## src/rtl/trng_health_fifo.sv

```systemverilog
// Continuous RCT/APT health tests on the raw TRNG byte stream, with startup
// gating, alarm handling and a small valid/ready output FIFO.
module trng_health_fifo #(
  parameter int unsigned RCT_CUTOFF      = 4,
  parameter int unsigned APT_WINDOW      = 512,
  parameter int unsigned APT_CUTOFF      = 13,
  parameter int unsigned STARTUP_SAMPLES = 1024,
  parameter int unsigned FIFO_DEPTH      = 4
) (
  input  logic       clk,
  input  logic       n_reset,
  input  logic [7:0] raw_byte,
  input  logic       raw_valid,
  input  logic       clear_alarm,
  output logic [7:0] random_byte,
  output logic       random_valid,
  input  logic       random_ready,
  output logic       health_ok,
  output logic       rct_fail,
  output logic       apt_fail,
  output logic [7:0] drop_cnt
);

  localparam int unsigned RCT_W = 4;
  localparam int unsigned POS_W = (APT_WINDOW > 1) ? $clog2(APT_WINDOW) : 1;
  localparam int unsigned APT_W = $clog2(APT_WINDOW + 1);
  localparam int unsigned ST_W  = $clog2(STARTUP_SAMPLES + 1);
  localparam int unsigned AW    = $clog2(FIFO_DEPTH);
  localparam int unsigned CW    = AW + 1;

  typedef enum logic [1:0] {ST_STARTUP, ST_RUN, ST_ALARM} state_e;

  state_e             state_q, state_d;
  logic               have_last_q;
  logic [7:0]         last_q, ref_q;
  logic [RCT_W-1:0]   rct_cnt_q, rct_next;
  logic [APT_W-1:0]   apt_cnt_q, apt_next;
  logic [POS_W-1:0]   pos_q;
  logic [ST_W-1:0]    startup_cnt_q;
  logic               clr_c, accept_c, rct_hit, apt_hit, fail_c, start_done;
  logic               push_c, flush_c, health_ok_d;

  logic [7:0]         mem_q [FIFO_DEPTH];
  logic [AW-1:0]      rd_q, wr_q, rd_n;
  logic [CW-1:0]      count_q, count_n, remain;
  logic               pop_c, full_c, wr_en_c, drop_c;
  logic [7:0]         head_n;

  // A clear only acts in ALARM, and then it swallows any coincident sample.
  assign clr_c    = clear_alarm && (state_q == ST_ALARM);
  assign accept_c = raw_valid && !clr_c;

  // Health-test evaluation of the current sample against the stored history.
  always_comb begin
    rct_next = RCT_W'(1);
    if (have_last_q && (raw_byte == last_q))
      rct_next = (rct_cnt_q == {RCT_W{1'b1}}) ? rct_cnt_q : rct_cnt_q + RCT_W'(1);
    apt_next = (pos_q == '0) ? APT_W'(1) : apt_cnt_q + APT_W'(raw_byte == ref_q);
  end

  assign rct_hit    = rct_next >= RCT_W'(RCT_CUTOFF);
  assign apt_hit    = apt_next >= APT_W'(APT_CUTOFF);
  assign fail_c     = accept_c && (rct_hit || apt_hit);
  assign start_done = startup_cnt_q == ST_W'(STARTUP_SAMPLES - 1);

  // State register.
  always_ff @(posedge clk or negedge n_reset) begin
    if (!n_reset) state_q <= ST_STARTUP;
    else          state_q <= state_d;
  end

  // Next-state logic.
  always_comb begin
    state_d = state_q;
    case (state_q)
      ST_STARTUP: if (fail_c) state_d = ST_ALARM;
                  else if (accept_c && start_done) state_d = ST_RUN;
      ST_RUN:     if (fail_c) state_d = ST_ALARM;
      ST_ALARM:   if (clr_c) state_d = ST_STARTUP;
      default:    state_d = ST_STARTUP;
    endcase
  end

  // FSM outputs: FIFO push/flush control and the next health_ok.
  always_comb begin
    push_c      = 1'b0;
    flush_c     = 1'b0;
    health_ok_d = 1'b0;
    push_c      = (state_q == ST_RUN) && accept_c && !fail_c;
    flush_c     = (state_d == ST_ALARM) && (state_q != ST_ALARM);
    health_ok_d = (state_d == ST_RUN);
  end

  // Health-test history, sticky flags and startup sample count.
  always_ff @(posedge clk or negedge n_reset) begin
    if (!n_reset) begin
      have_last_q   <= 1'b0;
      last_q        <= '0;
      ref_q         <= '0;
      rct_cnt_q     <= '0;
      apt_cnt_q     <= '0;
      pos_q         <= '0;
      startup_cnt_q <= '0;
      rct_fail      <= 1'b0;
      apt_fail      <= 1'b0;
      health_ok     <= 1'b0;
    end else begin
      health_ok <= health_ok_d;
      if (clr_c) begin
        have_last_q   <= 1'b0;
        rct_cnt_q     <= '0;
        apt_cnt_q     <= '0;
        pos_q         <= '0;
        startup_cnt_q <= '0;
        rct_fail      <= 1'b0;
        apt_fail      <= 1'b0;
      end else if (accept_c) begin
        have_last_q <= 1'b1;
        last_q      <= raw_byte;
        rct_cnt_q   <= rct_next;
        apt_cnt_q   <= apt_next;
        if (pos_q == '0) ref_q <= raw_byte;
        pos_q       <= pos_q + POS_W'(1);
        rct_fail    <= rct_fail | rct_hit;
        apt_fail    <= apt_fail | apt_hit;
        if (state_q == ST_STARTUP) startup_cnt_q <= startup_cnt_q + ST_W'(1);
      end
    end
  end

  assign pop_c   = random_valid && random_ready;
  assign full_c  = count_q == CW'(FIFO_DEPTH);
  assign wr_en_c = push_c && (!full_c || pop_c);
  assign drop_c  = push_c && full_c && !pop_c;

  // Next FIFO head; a push into an otherwise empty FIFO becomes the head directly.
  always_comb begin
    rd_n    = rd_q + AW'(pop_c);
    remain  = count_q - CW'(pop_c);
    count_n = remain + CW'(wr_en_c);
    head_n  = (remain == '0) ? raw_byte : mem_q[rd_n];
  end

  always_ff @(posedge clk) begin
    if (wr_en_c) mem_q[wr_q] <= raw_byte;
  end

  // FIFO pointers, registered head/valid and the saturating drop counter.
  always_ff @(posedge clk or negedge n_reset) begin
    if (!n_reset) begin
      rd_q         <= '0;
      wr_q         <= '0;
      count_q      <= '0;
      random_valid <= 1'b0;
      random_byte  <= '0;
      drop_cnt     <= '0;
    end else begin
      if (drop_c && (drop_cnt != 8'hFF)) drop_cnt <= drop_cnt + 8'd1;
      if (flush_c) begin
        rd_q         <= '0;
        wr_q         <= '0;
        count_q      <= '0;
        random_valid <= 1'b0;
      end else begin
        if (wr_en_c) wr_q <= wr_q + AW'(1);
        rd_q         <= rd_n;
        count_q      <= count_n;
        random_valid <= (count_n != '0);
        if (count_n != '0) random_byte <= head_n;
      end
    end
  end

endmodule

```

## config.mk

```make
export PLATFORM = sky130hd
export DESIGN_NAME = trng_health_fifo
export DESIGN_NICKNAME = d
export VERILOG_FILES = /design/src/rtl/trng_health_fifo.sv
export SDC_FILE = /design/constraint.sdc
export NUM_CORES = 1
export LEC_CHECK = 0
export ABC_AREA = 0
export BUFFER_PORTS_ARGS = -buffer_cell sky130_fd_sc_hd__buf_2
export CORE_UTILIZATION = 60
export DETAILED_ROUTE_END_ITERATION = 16
export PLACE_DENSITY = 0.78
export SYNTH_ARGS = -nofsm -noshare
export SYNTH_HDL_FRONTEND = slang
export SYNTH_SLANG_ARGS = --single-unit
```

## constraint.sdc

```tcl
create_clock -name clk -period 5.2 [get_ports clk]
set_input_delay 0.78 -clock clk [delete_from_list [all_inputs] [get_ports clk]]
set_output_delay 0.78 -clock clk [all_outputs]
set_load 0.005 [all_outputs]
```

==> metrics.csv <==
stage;metric;value;unit
sta;worst_pin_slew;1006;ps
sta;finalSetupViolCount;0;
pwr;finalPower;0.002529;W
sta;timing.final.crit_share;0.8545;
worst_setup_path;rr_startpoint;ref_q[0];
route;drt_pass1_iterations;4;
grt;first_global_vias;3949;
route;wl;11030;um
placed_design;globalplace.congestion;0.9174;
route;wl_per_cell;16.68;um
floorplanning;die_width;99.46;um
sta;slew_violations;0;
floorplanning;coreArea;9240;um2
clock_tree;cts_hold_buf;0;
min_path;min_path_type;register to register;
sta;fin_ws;756.4;ps
placed_design;place_inst;645;
worst_setup_path;crit_buf_inv;1;
floorplanning;dieArea;9892;um2
route;drcViolationCount;0;
route;dr_wl_met2;5300;um
grt;grt_first_pass_wirelength;18770;um
sta;rsz0062_at_grt;false;
synth;synth.distinct_cells;54;
placed_design;dp_worst_setup_slack;347.8;ps
floorplanning;core.rowCount;35;
synth;syn_inst;503;
worst_setup_path;endpoint;random_byte[5];
worst_setup_path;r2r_slack;930;ps
worst_setup_path;crit_family;simple AND/OR/NAND/NOR gates;
route;wl_met1;5114;um
worst_setup_path;cp-start-kind;primary input;
synth;ys_seq_area_frac;0.5199;
final_layout;nets;556;
clock_tree;cts_buffer_depth;2;
sta;hold_violations;0;
sta;finClkSkew;13.46;ps
worst_setup_path;criticalPathCategory;primary input to register;
pwr;p_leak;2.625;nW
route;highest_layer;met4;
grt;overflow;0;
final_layout;n_antenna_cell;0;
synth;yosys_warnings;0;
placed_design;io_buffer_count;32;
clock_tree;clkTransAtPathRegs;110;ps
sta;clock.fmax;0.2250;GHz
floorplanning;fp.dieH;99.46;um
clock_tree;cts_tree;yes;
worst_setup_path;cp_max_fo;25;
final_layout;layoutNonFillerInstCount;661;
route;ant_nets;0;
final_layout;finalCoreUtilization;0.6640;
clock_tree;cts.root.buffer_cell;clkbuf_8;
worst_setup_path;arrival;4740;ps
worst_setup_path;path_depth;17;
worst_setup_path;cpMostUsedCell;ha_1;
worst_setup_path;path_cells;buf_2 -> xnor2_1 -> nand4_1 -> nor2_1 -> ha_1 -> ha_1 -> nand3_1 -> xor2_1 -> o2111ai_1 -> o31ai_1 -> and3_1 -> ha_1 -> ha_1 -> or3_1 -> nand3_1 -> mux2i_1 -> nor3_1;
floorplanning;ioPinCount;33;
synth;yosys-top-cells-area;dfrtp_1 (35%), edfxtp_1 (17%), mux2_2 (3.8%), ha_1 (3.5%), xnor2_1 (3.4%);
pwr;peakVddDrop;0.2061;mV
clock_tree;clk_latency;380;ps
outcome;status;finished clean;
synth;syn-cell-area;5699;um2
clock_tree;ctsResizeCount;0;
worst_setup_path;cp_data_required_time;5500;ps
sta;slew_headroom;0.3293;
synth;synth_seq_cells;112;
synth;async_flop_share;0.7143;
synth;syn_avg_cell_area;11.33;um2
grt;grt_max_degree;81;
route;drt_iter0_drc;225;
clock_tree;post-cts-setup-buffers;0;
route;dr_wl_met3;455;um
synth;synth_edf_count;32;
worst_setup_path;crit_path_start;raw_byte[0];
route;vias;3929;
floorplanning;initial_utilization;0.6168;
synth;synth_top_area_share;0.3513;
worst_setup_path;slowest_delay;660;ps
grt;antenna_found_initial;0;
synth;synth_fp_nets;532;
sta;final.setup.tns;0;ps
final_layout;nFillCells;684;
clock_tree;cts_max_level;3;
clock_tree;cts_sinks;112;
synth;synth_commonest_cells;dfrtp_1 (80), nor2_1 (44), edfxtp_1 (32);
worst_setup_path;r2r-end;random_byte[5];
final_layout;layout-drive-gt1-share;0.1861;
final_layout;syn_to_final_growth;7.662;%
pwr;p_per_area;412.2;nW/um2
worst_setup_path;reg2regPathDepth;16;
grt;grtUsageTotal;0.2427;
worst_setup_path;critical-path-slowest-cell;or3_1;
synth;synth_flop_cell;dfrtp_1;
sta;post-route-min-period;4444;ps
route;avgViaCountPerCell;5.944;
placed_design;dpl.hpwl;7522;um
clock_tree;cts_buffers;9;
synth;yosysMostFrequentCell;dfrtp_1;
run;max_cap_violations;0;
worst_setup_path;cp-end-kind;register;
synth;synth_area_leader_cell;dfrtp_1;
==> layer usage <==
layer  track usage  vias up
li1              -     1867
met1        0.3300     1941
met2        0.3996      104
met3       0.04708       17
met4       0.07240        0
met5             0        -
==> metrics by stage <==
stage / hold WS (ps) / instance area (um2)
finish: 501.0 / 6136
CTS: 500.2 / 6136
detailed placement: 479.7 / 5933
floorplan: 450.5 / 5699
global route: 514.1 / 6136
global placement: 468.9 / 5933
==> worst min path at each step <==
stage / start / endpoint / slack [ps] / cells past startpoint
after floorplan: startup_cnt_q[10] / startup_cnt_q[10] / 450 / 1
after global placement: startup_cnt_q[10] / startup_cnt_q[10] / 470 / 1
after detailed placement: drop_cnt[7] / drop_cnt[7] / 480 / 1
after CTS: drop_cnt[7] / drop_cnt[7] / 500 / 1
after global routing: drop_cnt[6] / drop_cnt[6] / 510 / 1
final: drop_cnt[6] / drop_cnt[6] / 500 / 1
==> report_power, final <==
part           switching (W)  leakage (nW)  total (W)  internal [W]
clock network       0.000334        0.0958   0.000527      0.000193
registers           0.000119          1.30    0.00117       0.00105
logic               0.000413          1.23   0.000828      0.000415
==> cells by family (layout without fill, tap and decap cells) <==
kind of cell / after synthesis / in the layout / synth area share
flip-flops: 112 / 112 / 0.5199
buffers and inverters: 35 / 64 / 0.02832
AO/OA/AOI/OAI: 63 / 63 / 0.07311
adder cells (fa/ha/maj): 16 / 16 / 0.03513
AND/OR/NAND/NOR: 191 / 191 / 0.1798
XOR/XNOR: 41 / 41 / 0.06301
multiplexers: 45 / 45 / 0.1008
==> layout by cell type (no fill, tap or decap), types with 4 or more instances in the layout <==
master / count
a21oi_1: 18
and2_1: 6
and3_1: 18
buf_2: 31
buf_4: 4
clkbuf_8: 9
dfrtp_1: 80
edfxtp_1: 32
ha_1: 16
inv_1: 13
mux2_2: 19
mux2i_1: 18
mux4_2: 8
nand2_1: 29
nand3_1: 20
nand3b_1: 4
nand4_1: 17
nor2_1: 44
nor2b_1: 6
nor3_1: 11
nor4_1: 5
o21ai_0: 15
o22ai_1: 9
or2_2: 9
or3_1: 7
xnor2_1: 22
xor2_1: 19
==> state kept, by name, summed over array words and instances (netlist names), 2 cells and up <==
signal         flops
random_byte        8
wr_q               2
pos_q              9
mem_q             32
rct_cnt_q          4
apt_cnt_q         10
drop_cnt           8
startup_cnt_q     11
rd_q               2
last_q             8
ref_q              8
count_q            3
state_q            2
==> area by class of cell <==
cell class	instances	area (um2)	share of cell area
sequential	112	2963	0.4829
multi-input combinational	356	2575	0.4197
timing repair buffer	35	185.2	0.03018
tap	129	161.4	0.02631
clock buffer	9	123.9	0.02019
clock inverter	7	78.83	0.01285
inverter	13	48.80	0.007953
Power figures use the tool's default switching activity.
